--- src/rtl/fetch_queue_pkg.sv ---
// Shared fetch/decode definitions: datapath width and the {pc, instr} entry
// exchanged between fetch, the fetch queue and decode.
package fetch_queue_pkg;

  localparam int WORD = 32;

  typedef struct packed {
    logic [WORD-1:0] pc;
    logic [WORD-1:0] instr;
  } fetchEntry_t;

  // Occupancy field width for a queue of the given depth (0..depth inclusive).
  function automatic int countBits(input int depth);
    return $clog2(depth) + 1;
  endfunction

endpackage

--- src/rtl/fetch_queue_ptr.sv ---
// Wrapping pointer register with increment enable and synchronous clear;
// clear wins over increment.
module fq_ptr #(
  parameter int W = 2
) (
  input  logic         clk,
  input  logic         rst_n,
  input  logic         clear,
  input  logic         inc,
  output logic [W-1:0] ptr
);

  // NOTE: sequential state is written with <= only, so every reader sees the
  // pre-edge value regardless of process evaluation order.
  always_ff @(posedge clk or negedge rst_n) begin
    if (!rst_n) begin
      ptr <= '0;
    end else if (clear) begin
      ptr <= '0;
    end else if (inc) begin
      ptr <= ptr + W'(1);
    end
  end

endmodule

--- src/rtl/fetch_queue.sv ---
// Ready/valid instruction buffer between fetch and decode, emptied on a
// control-flow redirect, with occupancy and flush statistics for perf/trace.
module fetch_queue #(
  parameter int WORD  = fetch_queue_pkg::WORD,
  parameter int DEPTH = 4,
  parameter int AFULL = DEPTH - 1,
  parameter int CNT_W = 16,
  localparam int PTR_W = $clog2(DEPTH),
  localparam int CNT_BITS = fetch_queue_pkg::countBits(DEPTH)
) (
  input  logic                clk,
  input  logic                reset,
  input  logic                push_valid,
  output logic                push_ready,
  input  logic [WORD-1:0]     push_pc,
  input  logic [WORD-1:0]     push_instr,
  output logic                pop_valid,
  input  logic                pop_ready,
  output logic [WORD-1:0]     pop_pc,
  output logic [WORD-1:0]     pop_instr,
  input  logic                flush,
  output logic [CNT_BITS-1:0] count,
  output logic                almost_full,
  output logic [CNT_W-1:0]    flushed_cnt
);

  typedef struct packed {
    logic [WORD-1:0] pc;
    logic [WORD-1:0] instr;
  } entry_t;

  localparam logic [CNT_BITS-1:0] DEPTH_C = CNT_BITS'(DEPTH);
  localparam logic [CNT_BITS-1:0] AFULL_C = CNT_BITS'(AFULL);

  // Sum is wide enough for both operands plus a carry so saturation is exact
  // even when the statistics counter is narrower than the occupancy field.
  localparam int SUM_W = ((CNT_W > CNT_BITS) ? CNT_W : CNT_BITS) + 1;
  localparam logic [SUM_W-1:0] STAT_MAX = SUM_W'({CNT_W{1'b1}});

  entry_t             mem [DEPTH];
  logic [PTR_W-1:0]   rdPtr;
  logic [PTR_W-1:0]   wrPtr;
  logic               pushFire;
  logic               popFire;
  logic [SUM_W-1:0]   flushSum;
  logic [CNT_W-1:0]   flushedNext;

  assign push_ready  = (count != DEPTH_C);
  assign pop_valid   = (count != '0);
  assign almost_full = (count >= AFULL_C);
  assign pop_pc      = mem[rdPtr].pc;
  assign pop_instr   = mem[rdPtr].instr;

  // A redirect squashes both handshakes in its cycle.
  assign pushFire = push_valid && push_ready && !flush;
  assign popFire  = pop_valid && pop_ready && !flush;

  fq_ptr #(.W(PTR_W)) u_rdPtr (
    .clk   (clk),
    .rst_n (reset),
    .clear (flush),
    .inc   (popFire),
    .ptr   (rdPtr)
  );

  fq_ptr #(.W(PTR_W)) u_wrPtr (
    .clk   (clk),
    .rst_n (reset),
    .clear (flush),
    .inc   (pushFire),
    .ptr   (wrPtr)
  );

  // NOTE: entry storage has no reset; its contents are only observed through
  // pop_valid, which is governed by the reset occupancy count.
  always_ff @(posedge clk) begin
    if (pushFire) begin
      mem[wrPtr] <= '{pc: push_pc, instr: push_instr};
    end
  end

  always_ff @(posedge clk or negedge reset) begin
    if (!reset) begin
      count <= '0;
    end else if (flush) begin
      count <= '0;
    end else if (pushFire && !popFire) begin
      count <= count + CNT_BITS'(1);
    end else if (popFire && !pushFire) begin
      count <= count - CNT_BITS'(1);
    end
  end

  always_comb begin
    flushSum    = SUM_W'(flushed_cnt) + SUM_W'(count);
    flushedNext = (flushSum > STAT_MAX) ? {CNT_W{1'b1}} : flushSum[CNT_W-1:0];
  end

  always_ff @(posedge clk or negedge reset) begin
    if (!reset) begin
      flushed_cnt <= '0;
    end else if (flush) begin
      flushed_cnt <= flushedNext;
    end
  end

endmodule

--- config.mk ---
export PLATFORM = sky130hd
export DESIGN_NAME = fetch_queue
export DESIGN_NICKNAME = d
export VERILOG_FILES = /design/src/rtl/fetch_queue_pkg.sv /design/src/rtl/fetch_queue_ptr.sv /design/src/rtl/fetch_queue.sv
export SDC_FILE = /design/constraint.sdc
export NUM_CORES = 1
export LEC_CHECK = 0
export ABC_AREA = 1
export CORE_UTILIZATION = 45
export CTS_BUF_LIST = sky130_fd_sc_hd__clkbuf_16
export CTS_CLUSTER_SIZE = 28
export DETAILED_ROUTE_END_ITERATION = 12
export PLACE_DENSITY = 0.71
export SLEW_MARGIN = 20
export SYNTH_ARGS = -nofsm -noshare
export SYNTH_HDL_FRONTEND = slang
export SYNTH_HIERARCHICAL = 1
export SYNTH_SLANG_ARGS = --single-unit
--- constraint.sdc ---
create_clock -name clk -period 5.6 [get_ports clk]
set_clock_uncertainty 0.1 [all_clocks]
set_input_delay 1.12 -clock clk [delete_from_list [all_inputs] [get_ports clk]]
set_output_delay 1.12 -clock clk [all_outputs]
set_load 0.01 [all_outputs]
-- Word level (Yosys, flattened, before mapping)
Memory sizes are Yosys's and may differ from the RTL's.
Index checks and enable logic that the tools add are counted.
- add/subtract/negate cells: 5
- order comparisons: 2
- equality and inequality tests: 1
- mux-type cells: 10
- reductions and logical operators: 13
- operators by type and width (operator ; count):
    adder 16 x 3 -> 17 bit ; 1
    > comparator 17 x 16 -> 1 bit, second input constant ; 1
    2-to-1 mux 16 bit ; 1
    2-to-1 mux 3 bit ; 3
    2-to-1 mux 2 bit ; 4
    logical AND 1 bit ; 6
    nonzero test 3 bit ; 2
    adder 2 x 1 -> 2 bit, second input constant ; 2
    nonzero test 2 bit ; 2
    adder 3 x 1 -> 3 bit, second input constant ; 1
    greater-or-equal comparator 3 x 2 -> 1 bit, second input constant ; 1
    logical NOT 1 bit ; 3
    inequality test 3 bit, second input constant ; 1
    subtractor 3 x 1 -> 3 bit, second input constant ; 1
    2-to-1 mux 1 bit ; 2
- bits in registers: 23
- memory bits (writable): 256
- output and inout port bits: 86
- memories: 1
- memories (memory ; words ; width ; rd ports ; clocked after Yosys merged registers in ; wr ports ; RTL line ; text):
    mem ; 4 ; 64 ; 1 ; 0 ; 1 ; fetch_queue.sv:40 ; entry_t mem [DEPTH];

-- Longest topological paths before layout
Gate-level depths: netlist (run 1).
- depth in word-level cells: 8
- gate-level depth with buffers: 12
- mapped depth without buffers: 12

-- Hierarchy
The synthesis (run 1) kept the hierarchy.
- modules (own cells, without submodules) (module ; times used ; cells each ; area each (sq um) ; sequential area each (sq um)):
    fetch_queue ; 1 ; 787 ; 10636.5 ; 8162.8
    fq_ptr ; 2 ; 11 ; 86.3 ; 50.0

-- Least setup slack after synthesis (run 1)
Ideal clock, no wire load.
- path kind: input to register
- start: input flush
- end: memory mem[1][0] (netlist bit) (enable)
- setup time: 0.565 ns
- arrival: 6.011 ns
- setup slack: -1.076 ns
- stages on the path: 4
- path buffers: 1
- path through: buf_2 -> nor2_1 -> inv_1 -> nor3_1
- longest elaborated chain between the ends: 4
- ends and longest elaborated chain (what ; RTL line ; text):
    start, declared ; fetch_queue.sv:21 ; input logic flush,
    logical NOT 1 bit ; fetch_queue.sv:55 ; assign pushFire = push_valid && push_ready && !flush;
    logical AND 1 bit ; fetch_queue.sv:55 ;
    named net pushFire ; fetch_queue.sv:43 ; logic pushFire;
    2-to-1 mux 1 bit ; fetch_queue.sv:77 ; if (pushFire) begin
    2-to-1 mux 1 bit (not written as such) ; fetch_queue.sv:78 ; mem[wrPtr] <= '{pc: push_pc, instr: push_instr};
    end, declared ; fetch_queue.sv:40 ;
The timed path passes the listed nets, and every way through them passes these cells.

-- Worst setup path in the final report (run 1)
- start: register u_rdPtr.ptr[0]
- end: output pop_pc[20]
- longest elaborated chain between the ends: 1
- ends and longest elaborated chain (what ; RTL line ; text):
    start, declared ; fetch_queue_ptr.sv:10 ; output logic [W-1:0] ptr
    start signal, assigned ; fetch_queue_ptr.sv:21 ; ptr <= ptr + W'(1);
    memory read (4 x 64 bit) ; n/a ;
    end, declared ; fetch_queue.sv:19 ; output logic [WORD-1:0] pop_pc,
Every way passes these cells.

==> results.txt, run 1 <==
row count: 56
Avg Cell Area, Syn: 13.36 sq um
clk buf depth: 3
Worst Setup Start Kind: register
Cell Area, Synth: 10810 sq um
Fill cells: 1862
clk slew on worst S/H paths: 0.06 ns
origin of the critical flop-to-flop path: count[2]
max_cap viols: 0
Min-Delay Path Depth: 2
DIE WIDTH: 157.0 um
Slew Viols, Final: 0
TritonCTS Buffers: 28
period utilisation layout: 79.53%
CTS tree: built
Slowest Stage Delay on Critical Path: 0.80 ns
H-tree depth: 1
required time of the critical path: 4.38 ns
clock latency at the later pin of the worst-skew pair: 0.53 ns
via count: 6846
Placer Congestion: 0.8158
Layout area overhead: 24.84%
GRT overflow: 0
dpl cells: 1250
via-per-instance ratio: 5.258
number of global-route vias before repair: 6560
outcome: finished clean
Post-Syn Nets: 883
slew margin rel.: 42.56%
post-synthesis sequential area ratio: 76.44%
layout cells sized above 1: 6.422%
r2r worst-path depth: 6
Hold Worst Slack: 0.4511 ns
core area: 23540 sq um
Root Driver: clkbuf_16
Netlist cell types: 28
final setup vio count: 0
initial antenna violation count: 1
Tmin final: 4.454 ns
setup TNS: 0 ns
setup bufs post-CTS: 0
class of the most critical setup path: reg -> out
Power Total: 5.130 mW
DRT antenna net count: 0
leakage power: 4.663 nW
crit path DAT: 3.23 ns
final core utilization: 57.32%
FF-to-FF End: mem[2][2]
crit path max-delay cell type: dfrtp_4
worst-path cell chain: buf_4, o21ai_0, o22ai_1, clkdlybuf4s50_1
drt wl/cell: 17.41 um
Bufs and invs on worst path: 2
Fmax: 224.5 MHz
Finished Layout Cells: 1302
starting density of the core: 45.91%
nets@finish: 1035
hold_buf cts: 0
Min-Delay Path Class: reg -> reg
Setup crit end kind: output port
first-pass GRT wire length: 35.09 mm
Port-buffer cells: 154
GRT Total Usage: 18.50%
maximum vdd drop: 330.7 uV
Die ar.: 24640 sq um
Mapped Cells: 809
HP Start: flushed_cnt[14]
clock sink count: 279
die outline height: 157.0 um
Yosys reg bits: 279
final WL: 22.67 mm
number of gates resized after cts: 0
top-level I/O count: 155
initial drt markers: 441
FF-to-FF setup slack: 3.18 ns
1st-pass router iterations: 4
Tightest Pin Transition: 0.8617 ns
yosys warns: 6
crit-path max FO: 80
drt drc: 0
delay-heaviest family, CP: buffers and inverters
DP HPWL: 12.71 mm
largest net degree at the start of global routing: 129
RSZ-0062 raised after global routing: no
count of final hold-check violations: 0
Power Density: 380.1 nW/um^2
WHS Endpoint: flushed_cnt[14]
-- layout by cell type, fill, tap and decap left out, drive strengths merged --
master | netlist | layout
nand2 | 50 | 50
fa | 2 | 2
nand3 | 24 | 24
ha | 3 | 3
clkbuf | 24 | 28
edfxtp | 256 | 256
nand3b | 2 | 2
a21oi | 7 | 7
clkinv | 0 | 10
clkdlybuf4s50 | 0 | 154
a22oi | 1 | 1
xor2 | 4 | 4
diode | 0 | 2
inv | 28 | 39
nor2 | 152 | 152
o22ai | 64 | 64
or2 | 2 | 2
buf | 19 | 11
nand4 | 2 | 2
nor3 | 7 | 7
clkinvlp | 0 | 1
xnor2 | 3 | 3
dfrtp | 23 | 23
o21ai | 136 | 136
-- per-layer routing --
metal	GRT usage (%)	routed length, um	part of all wire, %
met5	0	0	0
met4	4.482	404	1.8
met3	4.378	1670	7.4
met2	31.01	10840	48
met1	24.34	9751	43
-- worst register-to-register path, stage by stage (launching register included) --
cell,delay [ns]
dfrtp_1,0.47
nand2_1,0.13
nand2_1,0.08
nor2_1,0.33
inv_1,0.20
nor3_2,0.18
buf_4,0.55
-- cells by family after synthesis --
kind of cell / share of synthesized area (%)
buffers and inverters: 2.767
adders and majority gates: 0.7177
and+or+nand+nor: 9.075
xor gates and xnor gates: 0.5672
AOI/OAI and AO/OA: 10.43
DFF: 76.44
-- Yosys cell counts --
| master | number | area, sq um |
|---|---|---|
| o21ai_2 | 1 | 8.760 |
| nand2_1 | 48 | 180.2 |
| nand3b_1 | 2 | 15.01 |
| clkbuf_2 | 2 | 10.01 |
| a21oi_1 | 7 | 35.03 |
| nand4_1 | 2 | 12.51 |
| or2_1 | 1 | 6.260 |
| xor2_1 | 4 | 35.03 |
| ha_1 | 3 | 37.54 |
| nand3_1 | 21 | 105.1 |
| inv_1 | 25 | 93.84 |
| o21ai_0 | 135 | 675.7 |
| nand3_2 | 3 | 30.03 |
| nor2_1 | 149 | 559.3 |
| nand2_2 | 2 | 12.51 |
| buf_6 | 1 | 11.26 |
| nor2_2 | 3 | 18.77 |
| edfxtp_1 | 256 | 7687 |
| xnor2_1 | 3 | 26.28 |
| buf_2 | 18 | 90.09 |
| or2_0 | 1 | 6.260 |
| clkbuf_1 | 22 | 82.58 |
| nor3_1 | 7 | 35.03 |
| a22oi_1 | 1 | 7.510 |
| inv_2 | 3 | 11.26 |
| o22ai_1 | 64 | 400.4 |
| fa_1 | 2 | 40.04 |
| dfrtp_1 | 23 | 575.6 |
-- through the flow --
stage	area, sq um	worst slack, ns
after floorplan	10810	-1.076
after global placement	12670	1.668
after detailed placement	12670	1.741
after CTS	13490	1.127
after global routing	13490	0.9315
final	13490	1.146
-- power breakdown --
part	internal (mW)	total [mW]	switching, mW
Combinational	0.469	1.01	0.536
Clock	0.905	1.64	0.737
Sequential	2.40	2.48	0.0874
Total	3.77	5.13	1.36
-- worst max-delay path by stage --
stage / start / to / slack, ns / cells after the start
2_1_floorplan: flush / mem[1][0] / -1.08 / 4
3_3_place_gp: u_rdPtr/ptr[0] / pop_pc[20] / 1.67 / 4
3_5_place_dp: u_rdPtr/ptr[0] / pop_pc[20] / 1.74 / 4
4_1_cts: u_rdPtr/ptr[0] / pop_pc[20] / 1.13 / 4
5_1_grt: u_rdPtr/ptr[0] / pop_pc[20] / 0.93 / 4
6_report: u_rdPtr/ptr[0] / pop_pc[20] / 1.15 / 4
-- registers in the layout, indices dropped and copies added (netlist names) --
name and cells:
count 3, flushed_cnt 16, mem 256, u_rdPtr/ptr 2, u_wrPtr/ptr 2
-- area by class of cell --
cell class	instances	area, sq um	area share [%]
diodes	2	5.005	0.03709
well taps	319	399.1	2.958
clock buffers	28	700.7	5.192
repair buffers	165	1624	12.04
inverters	28	112.6	0.8345
flip-flops and latches	279	8268	61.27
multi-input cells	459	2267	16.80
clock inverters	22	117.6	0.8716
Power figures use the tool's default switching activity.
==> run 2: changes to the inputs <==
PLACE_DENSITY = 0.68   (was 0.71)
clock period = 4.4 ns   (was 5.6 ns; I/O delays follow)
==> results.txt, run 2 (same netlist as run 1, synthesis figures left out) <==
drt wl/cell: 17.98 um (+3.3%)
crit-path max FO: 61 (-24%)
number of gates resized after cts: 0 (unchanged)
GRT overflow: 0 (unchanged)
final core utilization: 58.44% (+1.1 points)
leading registers by flop count: mem: 256 flops, flushed_cnt: 16 flops, count: 3 flops
maximum vdd drop: 440.2 uV (+33%)
hold_buf cts: 0 (unchanged)
largest net degree at the start of global routing: 65 (-50%)
Slowest Stage Delay on Critical Path: 0.72 ns (-0.08 ns)
H-tree depth: 1 (unchanged)
commonest non-fill, non-tap cell in the layout: edfxtp_1
CTS tree: built
Switching Share: 26.24% (-0.28 points)
Storage cell area: 8268 sq um (unchanged)
1st-pass router iterations: 4 (unchanged)
starting density of the core: 45.91% (unchanged)
Net Switching: 1.793 mW (+32%)
dpl cells: 1256 (+0.48%)
DIE WIDTH: 157.0 um (unchanged)
row count: 56 (unchanged)
clk buf depth: 3 (unchanged)
count of final hold-check violations: 0 (unchanged)
Root Driver: clkbuf_16
post-route cell area: 13760 sq um (+2.0%)
DRT antenna net count: 0 (unchanged)
drt drc: 0 (unchanged)
RSZ-0062 raised after global routing: no
clock sink count: 279 (unchanged)
clock network power share: 34.5% (+2.5 points)
commonest non-fill, non-tap cells in the layout: 256 x edfxtp_1, 154 x clkdlybuf4s50_1, 149 x nor2_1, 135 x o21ai_0, 64 x o22ai_1
TritonCTS Buffers: 29 (+3.6%)
core area: 23540 sq um (unchanged)
Power Total: 6.832 mW (+33%)
final WL: 23.51 mm (+3.7%)
Flop pwr share: 46.3% (-2.1 points)
clk slew on worst S/H paths: 0.06 ns (about the same)
class of the most critical setup path: reg -> out
setup bufs post-CTS: 0 (unchanged)
worst-path cell chain: inv_4, buf_4, o21ai_0, o22ai_1, clkdlybuf4s50_1
Finished Layout Cells: 1308 (+0.46%)
dpl ws: 0.9536 ns (-0.7876 ns)
Port-buffer cells: 154 (unchanged)
Tightest Pin Transition: 0.7688 ns (-0.09289 ns)
area of the multi-input gates: 2292 sq um (+1.1%)
Internal: 5.040 mW (+34%)
worst setup margin: 0.3777 ns (-0.7687 ns)
Fill cells: 1898 (+1.9%)
first-pass GRT wire length: 36.51 mm (+4.0%)
largest register by flop count: mem
Min-Delay Path Class: reg -> reg
leakage power: 4.764 nW (+2.2%)
slew margin rel.: 48.59% (+6.0 points)
Tmin final: 4.022 ns
Layout area overhead: 27.28%
Worst Setup Start Kind: register
clock latency at the later pin of the worst-skew pair: 0.55 ns (+0.02 ns)
crit path DAT: 3.04 ns (-0.19 ns)
outcome: finished clean
Power Density: 496.6 nW/um^2 (+31%)
period utilisation layout: 91.42%
Setup crit end kind: output port
number of global-route vias before repair: 6819 (+3.9%)
Diodes inserted: 0 (-2)
initial drt markers: 410 (-7.0%)
required time of the critical path: 3.42 ns (-0.96 ns)
nets@finish: 1042 (+0.68%)
via-per-instance ratio: 5.298 (+0.76%)
Post-DP Area: 12840 sq um (+1.3%)
Die ar.: 24640 sq um (unchanged)
Comb pwr share: 19.2% (-0.4 points)
layout cells sized above 1: 7.583% (+1.2 points)
top-level I/O count: 155 (unchanged)
initial antenna violation count: 2 (+1)
Slew Viols, Final: 0 (unchanged)
via count: 6930 (+1.2%)
GRT Total Usage: 19.18% (+0.68 points)
Fmax: 248.6 MHz
max reg flops: 256 (unchanged)
final setup vio count: 0 (unchanged)
max_cap viols: 0 (unchanged)
die outline height: 157.0 um (unchanged)
Placer Congestion: 0.8122 (-0.44%)
crit path max-delay cell type: dfrtp_4
DP HPWL: 13.90 mm (+9.4%)
## run 2: path summary, 6_finish.rpt
kind,end,depth (start not counted),slack [ns],startpoint
max,pop_instr[29],5,0.38,u_rdPtr/ptr[0]
min,flushed_cnt[2],2,0.47,flushed_cnt[2]
max reg2reg,mem[1][7],7,1.85,count[0]
min reg2reg,flushed_cnt[2],2,0.47,flushed_cnt[2]
max in group asynchronous,flushed_cnt[0],2,2.89,reset
min in group asynchronous,flushed_cnt[11],1,0.68,reset
## run 2: per-stage QoR
step                      hold slack [ns]  TNS [ns]
final                              0.4666         0
after global routing               0.5073         0
after CTS                          0.4725         0
after detailed placement           0.4419         0
after global placement             0.4397         0
after floorplan                    0.4352    -28.66
## run 2: cell type report
class	instances	area share, %
Sequential cell	279	60.09
Multi-Input combinational cell	459	16.66
Timing Repair Buffer	171	12.86
Clock buffer	29	5.275
Tap cell	319	2.901
Clock inverter	23	1.428
Inverter	28	0.7821
## run 2: critical path, delay by kind of cell, from the launching register on
kind | cells | cell delay, ns
AOI/OAI and AO/OA | 2 | 0.30
buffers and inverters | 3 | 1.45
DFF | 1 | 0.72
## run 2: power groups by stage
stage               Clock (mW)  Combinational, mW  Sequential [mW]
floorplan                    0              0.659             3.20
global placement             0               1.29             3.22
detailed placement           0               1.32             3.22
CTS                       2.40               1.32             3.17
global route              2.50               1.44             3.18
finish                    2.36               1.31             3.16
## run 2: layer usage
layer  vias to the layer above  wire length, um  GRT usage (%)
met5                         -                9              0
li1                       3288                -              -
met3                        39             1845          5.149
met4                         2              453          5.135
met2                       214            11320          32.38
met1                      3387             9885          24.41
